<file path="src/rtl/car_traffic.sv">
// Traffic lane animator: a programmable-period tick launches an 8-cycle sweep
// that moves each car one step, alternating direction per lane, wrapping at H_DISPLAY.
module car_traffic #(
  parameter int unsigned H_DISPLAY   = 640,
  parameter int unsigned CAR_STEP    = 4,
  parameter int unsigned BASE_PERIOD = 400000,
  parameter int unsigned PERIOD_STEP = 12000,
  parameter int unsigned MIN_PERIOD  = 40000
) (
  input  logic       CLK,
  input  logic       RST,
  input  logic [4:0] speed_car,
  input  logic       run,
  output logic [9:0] car_x1,
  output logic [9:0] car_x2,
  output logic [9:0] car_x3,
  output logic [9:0] car_x4,
  output logic [9:0] car_x5,
  output logic [9:0] car_x6,
  output logic [9:0] car_x7,
  output logic [9:0] car_x8,
  output logic       update_busy
);

  localparam int unsigned CNT_W     = 23;
  localparam int unsigned POS_W     = 10;
  localparam int unsigned NCARS     = 8;
  localparam int unsigned SPAN      = BASE_PERIOD - MIN_PERIOD;
  localparam logic [10:0] HD        = 11'(H_DISPLAY);
  localparam logic [10:0] STEP_SLOW = 11'(CAR_STEP);
  localparam logic [10:0] STEP_FAST = 11'(2 * CAR_STEP);

  typedef enum logic {IDLE, SWEEP} state_t;

  state_t             state_q, state_d;
  logic [2:0]         idx_q, idx_d;
  logic [CNT_W-1:0]   cnt_q, period_q, period_c;
  logic [31:0]        prod_c;
  logic               tick_c;
  logic [POS_W-1:0]   pos_q [NCARS];
  logic [10:0]        cur_c, step_c, sum_c;
  logic [POS_W-1:0]   new_c;
  logic               busy_q;

  // Period for the speed sampled at wrap, clamped without underflow
  always_comb begin
    prod_c = 32'(speed_car) * PERIOD_STEP;
    if (prod_c > SPAN) period_c = CNT_W'(MIN_PERIOD);
    else               period_c = CNT_W'(BASE_PERIOD - prod_c);
  end

  assign tick_c = run && (cnt_q == period_q - CNT_W'(1));

  always_ff @(posedge CLK) begin
    if (RST) begin
      cnt_q    <= '0;
      period_q <= CNT_W'(BASE_PERIOD);
    end else if (run) begin
      if (tick_c) begin
        cnt_q    <= '0;
        period_q <= period_c;
      end else begin
        cnt_q <= cnt_q + CNT_W'(1);
      end
    end
  end

  // Sweep FSM state register
  always_ff @(posedge CLK) begin
    if (RST) begin
      state_q <= IDLE;
      idx_q   <= '0;
      busy_q  <= 1'b0;
    end else begin
      state_q <= state_d;
      idx_q   <= idx_d;
      busy_q  <= (state_d == SWEEP);
    end
  end

  always_comb begin
    state_d = state_q;
    idx_d   = idx_q;
    case (state_q)
      IDLE: begin
        if (tick_c) begin
          state_d = SWEEP;
          idx_d   = '0;
        end
      end
      SWEEP: begin
        idx_d = idx_q + 3'd1;
        if (idx_q == 3'd7) state_d = IDLE;
      end
      default: state_d = IDLE;
    endcase
  end

  // Even indices (cars 1,3,5,7) move right; upper four cars move at double step
  always_comb begin
    cur_c  = {1'b0, pos_q[idx_q]};
    step_c = idx_q[2] ? STEP_FAST : STEP_SLOW;
    sum_c  = cur_c;
    if (!idx_q[0]) begin
      sum_c = cur_c + step_c;
      if (sum_c >= HD) sum_c = sum_c - HD;
    end else if (cur_c < step_c) begin
      sum_c = cur_c + HD - step_c;
    end else begin
      sum_c = cur_c - step_c;
    end
    new_c = POS_W'(sum_c);
  end

  always_ff @(posedge CLK) begin
    if (RST) begin
      for (int i = 0; i < NCARS; i++) pos_q[i] <= POS_W'(i * 80);
    end else if (state_q == SWEEP) begin
      pos_q[idx_q] <= new_c;
    end
  end

  assign car_x1      = pos_q[0];
  assign car_x2      = pos_q[1];
  assign car_x3      = pos_q[2];
  assign car_x4      = pos_q[3];
  assign car_x5      = pos_q[4];
  assign car_x6      = pos_q[5];
  assign car_x7      = pos_q[6];
  assign car_x8      = pos_q[7];
  assign update_busy = busy_q;

endmodule

</file>
<file path="config.mk">
export PLATFORM = sky130hd
export DESIGN_NAME = car_traffic
export DESIGN_NICKNAME = d
export VERILOG_FILES = /design/src/rtl/car_traffic.sv
export SDC_FILE = /design/constraint.sdc
export NUM_CORES = 1
export LEC_CHECK = 0
export CAP_MARGIN = 40
export CORE_MARGIN = 4
export CORE_UTILIZATION = 30
export DETAILED_ROUTE_END_ITERATION = 10
export PLACE_DENSITY = 0.46
export SYNTH_ARGS = -nofsm -noshare
export SYNTH_HDL_FRONTEND = slang
export SYNTH_SLANG_ARGS = --single-unit
</file>
<file path="constraint.sdc">
create_clock -name CLK -period 5.41 [get_ports CLK]
set_input_delay 0.541 -clock CLK [delete_from_list [all_inputs] [get_ports CLK]]
set_output_delay 0.541 -clock CLK [all_outputs]
set_load 0.005 [all_outputs]
</file>
; ---- Word-level counts from Yosys, hierarchy flattened
; Memory sizes are Yosys's and may differ from the RTL's. A register that Yosys moved wholly into a read port is not among the register bits.
; Index checks and enable logic that the tools add are counted.
[totals]
regBits = 50
mem_bits_rw = 80
input_bits = 8
elab_cells = 46
memories = 1
[memory_table]
columns = name, depth, width, rd, rd_clocked_by_memory_dff, wr, line
row1 = pos_q, 8, 10, 9, 1, 8, 40  ; logic [POS_W-1:0] pos_q [NCARS];
[op_classes]
n_addsub = 9
n_mul = 1
magnitude_cmp = 3
eq_ne = 3
mux = 21
bitwise = 1
reduce_logical = 3
[ops]
columns = cell, count
row1 = $mux 23, 2
row2 = $mux 10, 4
row3 = $add 23x1->23 const B, 1
row4 = $eq 23x23->1, 1
row5 = $sub 23x1->23 const B, 1
row6 = $sub 10x4->10, 2
row7 = $sub 19x19->20 const A, 1
row8 = $gt 19x19->1 const B, 1
row9 = $mul 5x9->14 const B, 1
row10 = $mux 3, 4
row11 = $add 10x4->11, 1
row12 = $ge 11x10->1 const B, 1
row13 = $add 10x10->10 const B, 1
row14 = $lt 10x4->1, 1
row15 = $reduce_or 10->1, 1
row16 = $sub 10x10->10 const B, 1
row17 = $mux 1, 8
row18 = $pmux 3 s2, 1
row19 = $mux 4, 1
row20 = $add 3x1->3 const B, 1
row21 = $eq 3x3->1 const B, 1
row22 = $ne 2x2->1 const B, 1
row23 = $pmux 1 s2, 1
row24 = $reduce_and 2->1, 1
row25 = other kinds (2), 2

; ---- Logic depth before layout (Yosys ltp)
; Gate-level depths: netlist (run 1).
[logic_depth]
depth_word = 7
ltp_mapped = 17
ltp_nobuf = 15

; ---- Least setup slack after synthesis (run 1)
; Ideal clock, no wire load.
[synth_timing]
path_type = input-to-reg
start = in speed_car[2]
end = reg period_q[13]
setup_ns = 0.123
arrival_time_ns = 3.908
required_ns = 5.287
path_slack_ns = 1.378
cell_stages = 13
n_path_buf = 1
path_cell_list = fa_1 fa_1 fa_1 ha_1 o21ai_0 a21oi_1 o211ai_1 or4b_2 o311a_2 a31oi_1 nand2b_2 buf_6 o32ai_2
[synth_between]
elab_chain_len = 3
[synth_lines]
columns = element, line
row1 = from (decl), 12  ; input logic [4:0] speed_car,
row2 = $mul 5x9->14 (*), 47  ; prod_c = 32'(speed_car) * PERIOD_STEP;
row3 = $sub 19x19->20 or $gt 19x19->1 (tied branches), "49, 48"
row4 = $mux 23 (*), 48  ; if (prod_c > SPAN) period_c = CNT_W'(MIN_PERIOD);
row5 = to (signal assigned), 57  ; period_q <= CNT_W'(BASE_PERIOD);
row6 = to (signal assigned), 61  ; period_q <= period_c;
row7 = to (decl), 37  ; logic [CNT_W-1:0] cnt_q, period_q, period_c;
; Mark *: on every way between the ends. The rest lies on a longest branch, timed or not.
; A chain may end at the register's enable or synchronous reset.

==> flow_summary.ini, run 1 <==
[route]
drc = 0
drt_iter0_markers = 493
vias_per_cell = 5.046
drt-pass1-iter-count = 5
ant_nets = 0
drt-wirelength-per-cell_um = 18.95
num_vias = 6318
finalWirelength_mm = 23.72

[clock_network]
clockBufferDepth = 2
cts_num_sinks = 125
htree_levels = 4
cts_root_buf = clkbuf_16
cts_setup_buffers = 0
clk_pin_slew_ns = 0.06
clock_latency_ns = 0.42
ctsHoldBuffers = 0
cts_resized = 0
cts_buffers = 17
tritoncts = done

[placed_design]
dpl_cell_area_um2 = 9443
io_buffers = 88
gp_congestion = 0.8159
detailed_place_hpwl_mm = 18.17

[power_and_ir_drop]
power_density_nw_per_um2 = 292.3
power.leakage_nw = 3.634
irDropWorstVdd_v = 0.0001613

[synth]
synth_flop_cell = edfxtp_1
ys_seq_area_share_pct = 40.05
ys_warn_count = 0
synth_enable_flop_cells = 80
yosys.area.top_type_share_pct = 29.13
synth_area_leaders = edfxtp_1 29%, dfxtp_1 11%, ha_1 8.3%
synthArstFlopShare_pct = 0
yosys.area.top_type = edfxtp_1
ys_seq_elements = 125
syn_inst = 810
syn_area_per_cell_um2 = 10.18
synth_area_um2 = 8247
syn_nets = 884
synth.distinct_cells = 81

[critical_path]
critPathMaxFanout = 6
crit_path_max_incr_delay_ns = 0.58
endpoint_kind = flip-flop
cp.required_ns = 5.69
crit_type = reg2reg
critPathArrivalTime_ns = 4.83
path_cells = mux4_2 -> mux2i_1 -> inv_1 -> ha_1 -> inv_1 -> a21oi_1 -> or4b_4 -> xnor2_1 -> ha_1 -> o41ai_2 -> a21oi_1 -> mux2_2 -> nand3_1
startpoint_type = flip-flop
crit_slowest_cell = dfxtp_1

[global_route]
grt_pass1_wl_mm = 38.24
grt-ovfl-total = 0
grt_use_total_pct = 16.01
grt_max_degree = 34
antenna_found_initial = 0
grt_pass1_vias = 6419

[floorplan]
num_rows = 60
die_h_um = 173.8
io_pins = 89
coreArea_um2 = 27030
design.die.area_um2 = 30200
initial_core_util_pct = 30.51
die_x_um = 173.8

[sta]
worst_slew_pin_slew_ns = 0.8085
drv_slew = 0
tns_ns = 0
slew_headroom_pct = 46.10
hold_viol = 0
finalClockSkew_ns = 0.01183
min_period_over_period_pct = 84.14
fmax_ghz = 0.2197
grt_setup_unrepaired = false
fin_crit_ns = 4.552
setup_violations = 0

[job]
cap_violations = 0

[layout]
fill_cells = 2691
layout_commonest_cell = nor2_1
multiInputGateArea_um2 = 4564
final_layout_size_suffix_gt1_share_pct = 9.879
syn_to_final_growth_pct = 21.67
postLayoutCellArea_um2 = 10030
regArea_um2 = 3303
final_cell_mix = 109 x nor2_1, 88 x clkdlybuf4s50_1, 80 x edfxtp_1
n_antenna_cell = 0
nets = 972

[worst_hold_path]
hp-class = reg2reg

[outcome]
run_status = finished, final reports clean
Yosys cell counts (15+ instances only):
| library cell | number |
|---|---|
| mux4_2 | 15 |
| o21ai_0 | 20 |
| mux2i_1 | 20 |
| nand2b_1 | 20 |
| inv_1 | 50 |
| xnor2_1 | 34 |
| dfxtp_1 | 45 |
| nand3_1 | 19 |
| ha_1 | 55 |
| edfxtp_1 | 80 |
| nand2_1 | 53 |
| a21oi_1 | 38 |
| nor3_1 | 18 |
| nor2_1 | 109 |
| xor2_1 | 34 |
kinds of logic (layout without fill, tap and decap cells):
kind of cell | count (synthesis) | count (layout) | synth area share [%]
AO/OA/AOI/OAI | 133 | 133 | 11.53
XOR/XNOR | 68 | 68 | 7.222
adder cells (fa/ha/maj) | 66 | 66 | 11.02
buffers and inverters | 79 | 180 | 4.597
flip-flops | 125 | 125 | 40.05
multiplexers | 41 | 41 | 7.510
AND/OR/NAND/NOR | 298 | 298 | 18.07
area by class of cell:
cell class | instances | area share [%]
sequential | 125 | 32.92
inverter | 50 | 1.871
tap | 341 | 4.252
clock buffer | 17 | 4.240
clock inverter | 15 | 1.646
multi-input combinational | 606 | 45.49
timing repair buffer | 98 | 9.577
through the flow:
step	utilization, %	cells	total power (W)	hold slack (ns)	setup slack [ns]
2_1_floorplan	-	810	0.001598	0.4666	1.378
3_3_place_gp	34.87	1218	0.001819	0.4993	0.5223
3_5_place_dp	34.94	1220	0.001814	0.5025	0.4731
4_1_cts	37.13	1252	0.002968	0.5148	0.7879
5_1_grt	37.13	1252	0.003105	0.5602	0.5070
6_report	37.13	1252	0.002932	0.5087	0.8578
routing by layer:
layer  up-vias  track usage, %  share of wire [%]
met1      3032           21.11                 45
met4         0           4.652                2.1
li1       3098               -                  -
met2       163           27.06                 48
met5         -               0                  0
met3        25           2.770                4.8
power breakdown:
group          leakage [nW]  total [W]  switching (W)  internal (W)
combinational          2.21   0.000721       0.000401      0.000320
clock                 0.287    0.00115       0.000525      0.000621
sequential             1.13    0.00107      0.0000213       0.00104
total                  3.63    0.00293       0.000947       0.00199
flip-flops by register name, indices dropped and copies added (netlist names), named ones only:
| signal | flops |
|---|---|
| period_q | 15 |
| cnt_q | 23 |
| pos_q | 80 |
| update_busy | 1 |
| idx_q | 3 |
worst max-delay path, delay by kind of cell, from the launching register on:
kind                     cells  cell delay (ns)
multiplexers                 3             1.54
adder cells (fa/ha/maj)      2             0.69
AND/OR/NAND/NOR              2             0.67
flip-flops                   1             0.58
AO/OA/AOI/OAI                3             0.36
XOR/XNOR                     1             0.34
buffers and inverters        2             0.22
final timing paths:
check,slack [ns],cells after the start,start,to
max,0.86,13,flip-flop,pos_q[4][8]
min,0.51,2,cnt_q[1],cnt_q[1]
max reg2reg,0.86,13,flip-flop,pos_q[4][8]
min reg2reg,0.51,2,cnt_q[1],cnt_q[1]
No activity file was read; power rests on OpenSTA's default activity.
==> inputs of run 2 (changes only) <==
--- a/config.mk
+++ b/config.mk
@@ -9,7 +9,7 @@
 export CORE_MARGIN = 4
 export CORE_UTILIZATION = 30
 export DETAILED_ROUTE_END_ITERATION = 10
-export PLACE_DENSITY = 0.46
+export PLACE_DENSITY = 0.47
 export SYNTH_ARGS = -nofsm -noshare
 export SYNTH_HDL_FRONTEND = slang
 export SYNTH_SLANG_ARGS = --single-unit
==> constraint.sdc (replaced) <==
create_clock -name CLK -period 4.1 [get_ports CLK]
set_input_delay 0.41 -clock CLK [delete_from_list [all_inputs] [get_ports CLK]]
set_output_delay 0.41 -clock CLK [all_outputs]
set_load 0.005 [all_outputs]
==> run 2 against run 1 <==
  * Combinational power up 71%
  * Global-route usage down 0.29 points
  * Worst setup slack worse by 0.66 ns
  * Clock skew up 0.0044 ns
  * Via count up 4.0%
  * Critical path depth up 1
  * Largest cell class unchanged
==> flow_summary.ini, run 2 (same netlist as run 1, synthesis figures left out) <==
[layout]
largest_reg_flops = 80
nets = 1039
syn_to_final_growth_pct = 28.20
top_register = pos_q
final_cells = 1319
final_cell_mix = 109 x nor2_1, 85 x clkdlybuf4s50_1, 80 x edfxtp_1
n_antenna_cell = 0
layout_commonest_cell = nor2_1
top_regs = pos_q: 80 flops, cnt_q: 23 flops, period_q: 15 flops
postLayoutCellArea_um2 = 10570
final_layout_size_suffix_gt1_share_pct = 16.87
utilization_pct = 39.12
fill_cells = 2672

[placed_design]
gp_congestion = 0.8166
io_buffers = 88
dpl_cell_area_um2 = 9958
detailed_place_hpwl_mm = 18.34
place_inst = 1286

[floorplan]
die_h_um = 173.8
coreArea_um2 = 27030
num_rows = 60
design.die.area_um2 = 30200
die_x_um = 173.8
initial_core_util_pct = 30.51
io_pins = 89

[outcome]
run_status = finished, final reports clean

[global_route]
grt_pass1_vias = 6553
grt_use_total_pct = 15.72
grt_pass1_wl_mm = 37.16
grt_max_degree = 33
antenna_found_initial = 1
grt-ovfl-total = 0

[sta]
fmax_ghz = 0.2564
hold_viol = 0
min_period_over_period_pct = 95.12
grt_setup_unrepaired = false
worst_slew_pin_slew_ns = 0.8108
fin_crit_ns = 3.900
tns_ns = 0
finalClockSkew_ns = 0.01628
slew_headroom_pct = 45.95
setup_violations = 0
drv_slew = 0

[route]
vias_per_cell = 4.982
drt-pass1-iter-count = 4
drt-wirelength-per-cell_um = 18.06
drc = 0
finalWirelength_mm = 23.82
drt_iter0_markers = 384
ant_nets = 0
num_vias = 6571

[clock_network]
clk_pin_slew_ns = 0.07
ctsHoldBuffers = 0
cts_root_buf = clkbuf_16
cts_num_sinks = 125
htree_levels = 4
clockBufferDepth = 2
tritoncts = done
clock_latency_ns = 0.43
cts_buffers = 17

[critical_path]
startpoint_type = input pin
critPathMaxFanout = 13
endpoint_kind = flip-flop
crit_type = in2reg
critPathArrivalTime_ns = 4.17
cp.required_ns = 4.37

[power_and_ir_drop]
switchingPower_w = 0.001289
power.leakage_nw = 3.964
clockPowerShare_pct = 36.2
power_density_nw_per_um2 = 391.1
internal-power_w = 0.002847
combPwrFrac_pct = 29.8
switching_share_pct = 31.16
irDropWorstVdd_v = 0.0001842
sequentialPowerShare_pct = 34.0

[worst_hold_path]
hp-class = reg2reg

[job]
cap_violations = 0
-- run 2: cell types whose count changed in the layout (fill, tap and decap cells not counted), moves of 2 or more --
cell	change
fa_2	+2
buf_12	+2
fa_1	-2
ha_2	+2
clkdlybuf4s50_1	-3
dlygate4sd2_1	+3
o21ai_1	+2
o21ai_0	-2
ha_1	-2
inv_8	+2
buf_4	+67
-- run 2: power by group through the flow --
stage / sequential (W) / clock [W] / combinational, W
after floorplan: 0.00143 / 0 / 0.000680
after global placement: 0.00143 / 0 / 0.00123
after detailed placement: 0.00143 / 0 / 0.00122
after CTS: 0.00141 / 0.00153 / 0.00124
after global routing: 0.00141 / 0.00159 / 0.00139
final: 0.00141 / 0.00150 / 0.00123
-- run 2: layout make-up --
type / count / area [um^2] / area share, %
inverter: 50 / 187.7 / 1.775
multi-input combinational: 606 / 4587 / 43.38
clock inverter: 15 / 161.4 / 1.527
tap: 341 / 426.7 / 4.036
sequential: 125 / 3304 / 31.25
clock buffer: 17 / 425.4 / 4.024
timing repair buffer: 165 / 1480 / 14.00
-- run 2: per-layer routing --
layer / GRT usage [%] / vias up / wire, um
met1: 20.08 / 3162 / 10910
met2: 27.51 / 142 / 11560
li1: - / 3241 / -
met5: 0 / - / 13
met4: 3.959 / 2 / 341
met3: 2.901 / 24 / 998
-- run 2: final timing paths --
check                           slack (ns)  cells past startpoint          from           to
worst max-delay path                  0.20                     14  speed_car[2]  period_q[8]
worst min-delay path                  0.51                      2      cnt_q[1]     cnt_q[1]
worst max register to register        0.27                     14     flip-flop  pos_q[0][8]
worst min register to register        0.51                      2      cnt_q[1]     cnt_q[1]
-- run 2: timing repair --
| item | in CTS | in global routing |
|---|---|---|
| resized for setup | 4 | 10 |
| setup buffers | 1 | 0 |
| endpoints found under the setup margin | 13 | 30 |
| pin swaps | 0 | 3 |
| gates cloned | 0 | 0 |
-- run 2: through the flow --
step / hold WS (ns) / power [W] / setup WS [ns]
finish: 0.5099 / 0.004135 / 0.2003
global route: 0.5360 / 0.004384 / 0.003021
CTS: 0.5104 / 0.004176 / 0.01617
detailed placement: 0.4982 / 0.002658 / -0.5412
global placement: 0.4964 / 0.002661 / -0.4753
floorplan: 0.4666 / 0.002109 / 0.1671
-- run 2: worst max-delay path: stages --
cell and delay, ns:
dlygate4sd2_1 0.29, fa_2 0.41, fa_2 0.48, fa_1 0.57, ha_2 0.29, o21ai_1 0.14
a21oi_1 0.08, o211ai_1 0.21, or4b_2 0.60, o311a_2 0.16, a31oi_1 0.13, nand2b_2 0.16
buf_12 0.14, o32ai_1 0.09
